===== config.mk =====
export PLATFORM = sky130hd
export DESIGN_NAME = analog_mux_sequencer_flat
export DESIGN_NICKNAME = d
export VERILOG_FILES = /design/src/rtl/analog_mux_sequencer_if.sv /design/src/rtl/analog_mux_sequencer.sv /design/src/flat_wrapper.sv
export SDC_FILE = /design/constraint.sdc
export NUM_CORES = 1
export LEC_CHECK = 0
export ABC_AREA = 0
export BUFFER_PORTS_ARGS = -buffer_cell sky130_fd_sc_hd__buf_2
export CAP_MARGIN = 20
export CORE_MARGIN = 3
export CORE_UTILIZATION = 45
export DETAILED_ROUTE_END_ITERATION = 10
export PLACE_DENSITY = 0.7
export SETUP_SLACK_MARGIN = 0.05
export SYNTH_ARGS = -nofsm -noshare
export SYNTH_HDL_FRONTEND = slang
export SYNTH_SLANG_ARGS = --single-unit

===== constraint.sdc =====
create_clock -name clk -period 2.14 [get_ports clk]
set_input_delay 0 -clock clk [delete_from_list [all_inputs] [get_ports clk]]
set_output_delay 0 -clock clk [all_outputs]
set_load 0.02 [all_outputs]

===== src/rtl/analog_mux_sequencer_if.sv =====
// Host channel-select handshake for analog_mux_sequencer.
// The host (master) drives the request strobe, off flag and channel index;
// the sequencer (slave) answers with sel_ready.
interface analog_mux_sequencer_if #(
  parameter int unsigned N_CH = 4
);
  localparam int unsigned CH_W = (N_CH > 1) ? $clog2(N_CH) : 1;

  logic            sel_valid;
  logic            sel_ready;
  logic            sel_off;
  logic [CH_W-1:0] sel_ch;

  modport master (
    output sel_valid,
    output sel_off,
    output sel_ch,
    input  sel_ready
  );

  modport slave (
    input  sel_valid,
    input  sel_off,
    input  sel_ch,
    output sel_ready
  );
endinterface


===== src/rtl/analog_mux_sequencer.sv =====
// analog_mux_sequencer: break-before-make controller for a bank of N_CH
// analog pass-gate mux switches sharing one pad bus. Supports host-selected
// connection and an automatic round-robin scan with programmable dwell.
// Optional channel mask: define AMUX_CHAN_MASK_EN to add the ch_mask input
// (masked channels are skipped by the scan and rejected for host requests).
module analog_mux_sequencer #(
  parameter  int unsigned N_CH        = 4,
  parameter  int unsigned DEAD_CYCLES = 2,
  parameter  int unsigned DWELL_W     = 8,
  localparam int unsigned CH_W        = (N_CH > 1) ? $clog2(N_CH) : 1
) (
  input  logic                     clk,
  input  logic                     rst_n,
  input  logic                     ena,
  analog_mux_sequencer_if.slave    sel,
  input  logic                     scan_en,
  input  logic [DWELL_W-1:0]       dwell,
`ifdef AMUX_CHAN_MASK_EN
  input  logic [N_CH-1:0]          ch_mask,
`endif
  output logic [N_CH-1:0]          mux_ctrl,
  output logic [CH_W-1:0]          active_ch,
  output logic                     connected,
  output logic                     busy,
  output logic                     err
);

  localparam int unsigned DEAD_W = $clog2(DEAD_CYCLES + 1);

  typedef enum logic [1:0] {IDLE, BREAK, CONN} state_t;

  state_t               state, state_n;
  logic [CH_W-1:0]      active_n;
  logic [DEAD_W-1:0]    dead_cnt, dead_n;
  logic [DWELL_W-1:0]   dwell_cnt, dwell_n;
  logic [DWELL_W-1:0]   dwell_load;
  logic                 err_n;
  logic                 accept;
  logic                 bad_ch;
  logic [N_CH-1:0]      mask;
  logic [CH_W-1:0]      adv_ch;
  logic                 adv_found;

`ifdef AMUX_CHAN_MASK_EN
  assign mask = ch_mask;
`else
  assign mask = '1;
`endif

  // Channel index base+ofs wrapped into 0..N_CH-1 (base < N_CH, ofs <= N_CH).
  function automatic logic [CH_W-1:0] wrap_ch(input logic [CH_W-1:0] base,
                                              input int unsigned   ofs);
    int unsigned s;
    s = 32'(base) + ofs;
    if (s >= N_CH) s = s - N_CH;
    return CH_W'(s);
  endfunction

  assign sel.sel_ready = ena && (state != BREAK);
  assign accept        = sel.sel_valid && sel.sel_ready;

  // dwell of 0 behaves as 1; counter holds remaining cycles minus one.
  assign dwell_load = (dwell == '0) ? '0 : dwell - DWELL_W'(1);

  // Reject out-of-range or masked-off host channels.
  always_comb begin
    bad_ch = 1'b0;
    if (32'(sel.sel_ch) >= N_CH) bad_ch = 1'b1;
    else if (!mask[sel.sel_ch])  bad_ch = 1'b1;
  end

  // Next eligible channel after active_ch, wrapping round.
  always_comb begin
    adv_ch    = active_ch;
    adv_found = 1'b0;
    for (int unsigned i = 1; i <= N_CH; i++) begin
      if (!adv_found && mask[wrap_ch(active_ch, i)]) begin
        adv_found = 1'b1;
        adv_ch    = wrap_ch(active_ch, i);
      end
    end
  end

  // Next-state: enable, host request (wins over scan), then break/scan timing.
  always_comb begin
    state_n  = state;
    active_n = active_ch;
    dead_n   = dead_cnt;
    dwell_n  = dwell_cnt;
    err_n    = 1'b0;

    if (!ena) begin
      state_n = IDLE;
      dead_n  = '0;
      dwell_n = '0;
    end else if (accept && sel.sel_off) begin
      state_n = IDLE;
      dwell_n = '0;
    end else if (accept && !bad_ch) begin
      if (state == CONN && sel.sel_ch == active_ch) begin
        dwell_n = dwell_load;
      end else begin
        state_n  = BREAK;
        active_n = sel.sel_ch;
        dead_n   = DEAD_W'(DEAD_CYCLES - 1);
        dwell_n  = '0;
      end
    end else begin
      // A rejected request only flags err; scan timing continues underneath.
      err_n = accept;
      case (state)
        BREAK: begin
          if (dead_cnt == '0) begin
            state_n = CONN;
            dwell_n = dwell_load;
          end else begin
            dead_n = dead_cnt - DEAD_W'(1);
          end
        end
        CONN: begin
          if (!scan_en) begin
            dwell_n = '0;
          end else if (mask == '0) begin
            state_n = IDLE;
          end else if (dwell_cnt == '0) begin
            state_n  = BREAK;
            active_n = adv_ch;
            dead_n   = DEAD_W'(DEAD_CYCLES - 1);
          end else begin
            dwell_n = dwell_cnt - DWELL_W'(1);
          end
        end
        default: ;
      endcase
    end
  end

  // State, counters and registered switch controls/status.
  always_ff @(posedge clk or negedge rst_n) begin
    if (!rst_n) begin
      state     <= IDLE;
      active_ch <= '0;
      dead_cnt  <= '0;
      dwell_cnt <= '0;
      mux_ctrl  <= '0;
      connected <= 1'b0;
      busy      <= 1'b0;
      err       <= 1'b0;
    end else begin
      state     <= state_n;
      active_ch <= active_n;
      dead_cnt  <= dead_n;
      dwell_cnt <= dwell_n;
      mux_ctrl  <= (state_n == CONN) ? (N_CH'(1) << active_n) : '0;
      connected <= (state_n == CONN);
      busy      <= (state_n == BREAK);
      err       <= err_n;
    end
  end

`ifndef SYNTHESIS
  logic [N_CH-1:0] last_on;
  int unsigned     zero_run;

  // Track the last closed switch and the length of the all-open run since.
  always_ff @(posedge clk or negedge rst_n) begin
    if (!rst_n) begin
      last_on  <= '0;
      zero_run <= 0;
    end else if (mux_ctrl != '0) begin
      last_on  <= mux_ctrl;
      zero_run <= 0;
    end else if (zero_run < DEAD_CYCLES) begin
      zero_run <= zero_run + 1;
    end
  end

  // At most one switch closed; switching between channels needs a full break.
  always_ff @(posedge clk) begin
    if (rst_n) begin
      assert ($onehot0(mux_ctrl));
      if (mux_ctrl != '0 && last_on != '0 && mux_ctrl != last_on)
        assert (zero_run >= DEAD_CYCLES);
    end
  end
`endif

endmodule

===== src/flat_wrapper.sv =====
// flat-port wrapper written by rule: the top's interface ports become plain ports
module analog_mux_sequencer_flat 
#(
  parameter  int unsigned N_CH        = 4,
  parameter  int unsigned DEAD_CYCLES = 2,
  parameter  int unsigned DWELL_W     = 8,
  localparam int unsigned CH_W        = (N_CH > 1) ? $clog2(N_CH) : 1
)
  (clk, rst_n, ena, scan_en, dwell, mux_ctrl, active_ch, connected, busy, err, sel_sel_valid, sel_sel_off, sel_sel_ch, sel_sel_ready);
  analog_mux_sequencer_if #(.N_CH(N_CH)) sel_i ();
  input  logic clk;
  input  logic rst_n;
  input  logic ena;
  input  logic scan_en;
  input  logic [DWELL_W-1:0] dwell;
  output logic [N_CH-1:0] mux_ctrl;
  output logic [CH_W-1:0] active_ch;
  output logic connected;
  output logic busy;
  output logic err;
  input wire logic [$bits(sel_i.sel_valid)-1:0] sel_sel_valid;
  input wire logic [$bits(sel_i.sel_off)-1:0] sel_sel_off;
  input wire logic [$bits(sel_i.sel_ch)-1:0] sel_sel_ch;
  output wire logic [$bits(sel_i.sel_ready)-1:0] sel_sel_ready;
  assign sel_i.sel_valid = sel_sel_valid;
  assign sel_i.sel_off = sel_sel_off;
  assign sel_i.sel_ch = sel_sel_ch;
  assign sel_sel_ready = sel_i.sel_ready;
  analog_mux_sequencer #(.N_CH(N_CH), .DEAD_CYCLES(DEAD_CYCLES), .DWELL_W(DWELL_W)) u_core (.clk(clk), .rst_n(rst_n), .ena(ena), .sel(sel_i), .scan_en(scan_en), .dwell(dwell), .mux_ctrl(mux_ctrl), .active_ch(active_ch), .connected(connected), .busy(busy), .err(err));
endmodule

Yosys cells after proc, flatten, opt, wreduce, memory -nomap -nowiden:

Cells that the tools add are included.

* bits of input ports: 16
* word-level logic and storage cells: 117
* output and inout port bits: 10
* flip-flop bits (word level): 21

* muxes and demuxes: 57
* reduce and logical (&&, ||, !) cells: 16
* $lt $le $gt $ge: 9
* equality and inequality tests: 15
* shifts and indexed selects: 1
* $add $sub $neg: 11

Operators by type and width (number)
* 8-bit two-way mux: 8
* 2-bit two-way mux: 29
* 8-bit logical NOT: 2
* 8-bit one-hot mux with 2 select lines: 1
* 8-bit by 1-bit subtractor with 8-bit output (second input constant): 2
* 2-bit by 3-bit < comparator with 1-bit output (second input constant): 5
* 4-bit by 3-bit inequality test with 1-bit output (second input constant): 3
* 1-bit two-way mux: 11
* 1-bit binary-select mux with 2-bit select: 5
* 2-bit by 1-bit subtractor with 2-bit output (second input constant): 5
* 3-bit greater-or-equal comparator (second input constant): 3
* 1-bit logical AND: 8
* 2-bit one-hot mux with 2 select lines: 2
* 2-bit by 2-bit adder with 3-bit output (second input constant): 2
* 6-bit by 4-bit inequality test with 1-bit output (second input constant): 1
* 6-bit AND reduction: 1
* 5-bit by 1-bit inequality test with 1-bit output (second input constant): 1
* 5-bit by 2-bit inequality test with 1-bit output (second input constant): 1
* 2-bit by 3-bit adder with 4-bit output (second input constant): 1
* 2-bit by 1-bit == test with 1-bit output (second input constant): 2
* 2-bit == test (second input constant): 2
* 4-bit by 3-bit greater-or-equal comparator with 1-bit output (second input constant): 1
* 4-bit two-way mux: 1
* 4-bit by 1-bit inequality test with 1-bit output (second input constant): 1
* 9 further kinds: 11

Longest topological paths before layout:

* depth after elaboration: 23
* mapped depth: 9
* mapped depth without buffers: 7

Worst setup path before layout:

OpenSTA, ideal clock, no wires.

* path kind: flip-flop to flip-flop
* start: register u_core.state[0]
* end: register u_core.dwell_cnt[6]
* arrival: 1.718 ns
* data required time: 2.036 ns
* path slack: 0.318 ns
* cell stages (with the launch flop): 8
* setup time: 0.104 ns
* path buffers: 1
* clock period less this slack: 1.822 ns
* cell sequence: dfrtp_1 -> ha_1 -> buf_2 -> nand2b_1 -> nand4_1 -> a21oi_1 -> or4_1 -> o311ai_1

* longest elaborated chain between the ends: 7
* elaborated cells between the ends (all ways): 17
* classes of those cells: eq/ne: 6; mux: 5; reduce/logical: 6

RTL lines
* from (decl): line analog_mux_sequencer.sv:32 `state_t state, state_n;`
* from (signal assigned): line analog_mux_sequencer.sv:150 `state <= state_n;`
* branches (longest 7 deep; another with 6-bit by 4-bit inequality test with 1-bit output)
* to (signal assigned): line analog_mux_sequencer.sv:153 `dwell_cnt <= dwell_n;`
* to (decl): line analog_mux_sequencer.sv:35 `logic [DWELL_W-1:0] dwell_cnt, dwell_n;`

Several ways; the timed one is not identified.
A chain may end at the register's enable or synchronous reset.

Worst setup path in the final report:

* start: register u_core.state[1]
* end: register u_core.dwell_cnt[6]

Same word-level chain as after synthesis.

==> flow_summary_export.csv <==
group,metric,value,unit
synthesis,post_synth.cell_area_avg,9.65,um2
setup_path,worstPathArrival,2.15,ns
timing,hold_viol_final,0,
synthesis,synth_ff_type,"dfrtp_1",
synthesis,synth_area,1500,um2
power,leakage,0.829,nW
timing,fin_crit,1.95,ns
floorplan,dieArea,4050,um2
timing,fin_skew,0.00450,ns
power,p_per_area,583,nW/um2
worst_hold_path,min_path_type,"in -> reg",
flow_run,maxCapViolCount,0,
synthesis,postSynthNetCount,177,
setup_path,path_class,"reg -> reg",
clocking,clock-sinks,20,
power,vdd_drop_max,0.511,mV
power,p_sw_share,30.6,%
place,gp_congestion,0.877,
detailed_routing,wl_per_cell,15.4,um
synthesis,synth-seq-cells,20,
place,dp_hpwl,2650,um
setup_path,critPathSlowestCell,"or4_1",
layout,layout_commonest_cell,"buf_2",
clocking,cts.clk_slew.worst_paths,0.12,ns
global_route,grt_max_degree,21,
setup_path,cp.required,2.35,ns
layout,num_antenna_cells,0,
place,place_inst,223,
setup_path,cp_num_buf_inv,2,
timing,setup_viol,0,
timing,slew_headroom,64.3,%
clocking,cts_tree,"yes",
power,pwr-share-comb,27.6,%
timing,fmax,514,MHz
timing,worst_pin_slew,0.535,ns
clocking,clk_path_buf_depth,2,
setup_path,cp_max_fo,9,
clocking,cts_max_level,1,
synthesis,synthArstFlopShare,100,%
synthesis,synth_top_area_cell,"dfrtp_1",
layout,final_cell_mix,"24 x buf_2, 20 x dfrtp_1, 14 x inv_1",
synthesis,synth_top_area_share,33.5,%
floorplan,io_pins,26,
layout,area_growth_syn_to_layout,18.2,%
setup_path,critPathMaxStageDelay,0.46,ns
detailed_routing,ant_nets,0,
timing,rsz0062_at_grt,"true",
clocking,cts_made_buffers,3,
layout,stdcell_count,228,
global_route,grt_pass1_vias,1287,
power,internal-power,0.715,mW
synthesis,seq_area_frac_synth,33.5,%
clocking,insertion_delay,0.30,ns
floorplan,die_h,63.6,um
timing,fin_setup_tns,0,ns
global_route,antenna_found_initial,0,
timing,final_max_slew_viol_count,0,
global_route,grt_pass1_wl,6020,um
floorplan,rows,20,
synthesis,synth-edff-count,0,
detailed_routing,routed_wl,3500,um
detailed_routing,vias,1319,
global_route,grt_overflow,0,
layout,layout-drive-gt1-share,26.6,%
floorplan,initial_core_util,48.2,%
power,netSwitchingPower,0.315,mW
status,status,"complete, no violations",
synthesis,ys_warn_count,0,
detailed_routing,drt-initial-drc-count,104,
clocking,root_buffer,"clkbuf_4",
synthesis,ys_types,56,
power,pwr-share-clk,30.3,%
setup_path,critical_path.startpoint_type,"flop",
power,power_frac_seq,42.1,%
floorplan,die_w,63.6,um
detailed_routing,drc,0,
place,port_buffers,24,
global_route,grt_use_total,18.3,%
clocking,cts_setup_buffers,0,
layout,nets,207,
detailed_routing,drt_first_pass_iters,4,
timing,period_share,90.9,%
setup_path,end_kind,"flop",
synthesis,yosys-top-cells-area,"dfrtp_1 33%, ha_1 5.0%, inv_1 3.5%",
setup_path,cp_top_family,"simple AND/OR/NAND/NOR gates",
detailed_routing,vias_per_cell,5.79,
synthesis,syn_inst,155,
setup_path,cp_cell_sequence,"inv_1 > ha_2 > nand2b_1 > nand4_1 > a21oi_1 > buf_4 > or4_1 > o311ai_1",
floorplan,core-area,3100,um2
## layer usage
| metal | global-route usage, % | vias up | wire length (um) |
|---|---|---|---|
| li1 | - | 643 | - |
| met1 | 25.1 | 636 | 1640 |
| met2 | 30.4 | 36 | 1660 |
| met3 | 3.39 | 4 | 167 |
| met4 | 3.23 | 0 | 37 |
| met5 | 0 | - | 0 |
## kinds of logic (layout without fill, tap and decap cells)
logic type,Yosys count,count (layout),share of synthesized area (%)
AOI/OAI and AO/OA,47,47,25.2
xor gates and xnor gates,7,7,4.10
adders and majority gates,6,6,5.02
buffers and inverters,20,49,5.52
DFF,20,20,33.5
muxes,3,3,2.09
other,1,1,0.251
and+or+nand+nor,51,51,24.4
## state kept, by name, indices dropped and copies added (netlist names)
signal	flops
u_core.active_ch	2
u_core.state	2
u_core.mux_ctrl	4
u_core.dwell_cnt	8
u_core.connected	1
u_core.busy	1
u_core.dead_cnt	2
## cells in the mapped netlist, types with 2 or more instances
library cell / n
dfrtp_1: 20
inv_1: 14
a21oi_1: 6
ha_1: 6
nor2_1: 6
xnor2_1: 6
nand2_1: 5
nand3_1: 5
o22ai_1: 5
nand2b_1: 4
nor3_1: 4
o21ai_0: 4
o21ai_1: 4
a22o_1: 3
a31oi_1: 3
a32o_1: 3
buf_2: 3
nor2b_1: 3
nor3b_1: 3
o32ai_1: 3
or3_1: 3
a2bb2oi_2: 2
and2_1: 2
and4b_1: 2
mux2i_1: 2
nand4_1: 2
nor4b_4: 2
or4_1: 2
## metrics by stage
stage / area, um2 / util [%] / setup WS [ns] / power (mW) / hold slack, ns
after global placement: 1680 / 54.2 / 0.170 / 0.706 / -0.0384
after floorplan: 1500 / - / 0.318 / 0.624 / -0.296
final: 1770 / 57.0 / 0.194 / 1.03 / 0.114
after CTS: 1740 / 56.2 / 0.121 / 1.02 / 0.111
after global routing: 1770 / 57.0 / 0.000541 / 1.08 / 0.133
after detailed placement: 1680 / 54.2 / 0.153 / 0.714 / -0.0376
## area by class of cell
| cell class | instances | area, um2 |
|---|---|---|
| fill | 299 | 1340 |
| multi-input combinational | 115 | 936 |
| sequential | 20 | 500 |
| timing repair buffer | 30 | 168 |
| inverter | 15 | 56.3 |
| tap | 44 | 55.1 |
| clock inverter | 1 | 30.0 |
| clock buffer | 3 | 22.5 |
## timing repair
| action | in CTS | in global routing |
|---|---|---|
| resized for setup | 0 | 6 |
| endpoints found under the setup margin | 0 | 13 |
| hold endpoints to repair | 20 | 0 |
| hold buffers | 1 | 0 |
## worst register-to-register path: cells and delay by family (launching register included)
family | cells | cell delay, ns
and+or+nand+nor | 3 | 0.82
DFF | 1 | 0.41
buffers and inverters | 2 | 0.23
adders and majority gates | 1 | 0.22
AOI/OAI and AO/OA | 2 | 0.17
## power groups by stage
stage	registers (mW)	logic, mW	clock network, mW
after floorplan	0.446	0.178	0
after CTS	0.433	0.276	0.312
after detailed placement	0.441	0.273	0
final	0.433	0.284	0.312
after global routing	0.439	0.315	0.328
after global placement	0.439	0.266	0
## path summary, 6_finish.rpt
check / startpoint / endpoint / slack (ns) / cells after the start
hold reg to reg: u_core.dead_cnt[1]$_DFFE_PN0P_ / u_core.dead_cnt[1]$_DFFE_PN0P_ / 0.53 / 2
setup reg to reg: u_core.state[1]$_DFF_PN0_ / u_core.dwell_cnt[6]$_DFFE_PN0P_ / 0.19 / 8
setup / recovery: u_core.state[1]$_DFF_PN0_ / u_core.dwell_cnt[6]$_DFFE_PN0P_ / 0.19 / 8
max in group asynchronous: rst_n / u_core.mux_ctrl[1]$_DFF_PN0_ / 1.67 / 2
hold / removal: ena / u_core.active_ch[0]$_DFF_PN0_ / 0.11 / 2
min in group asynchronous: rst_n / u_core.dwell_cnt[6]$_DFFE_PN0P_ / 0.16 / 2
(Power assumes the default switching activity.)
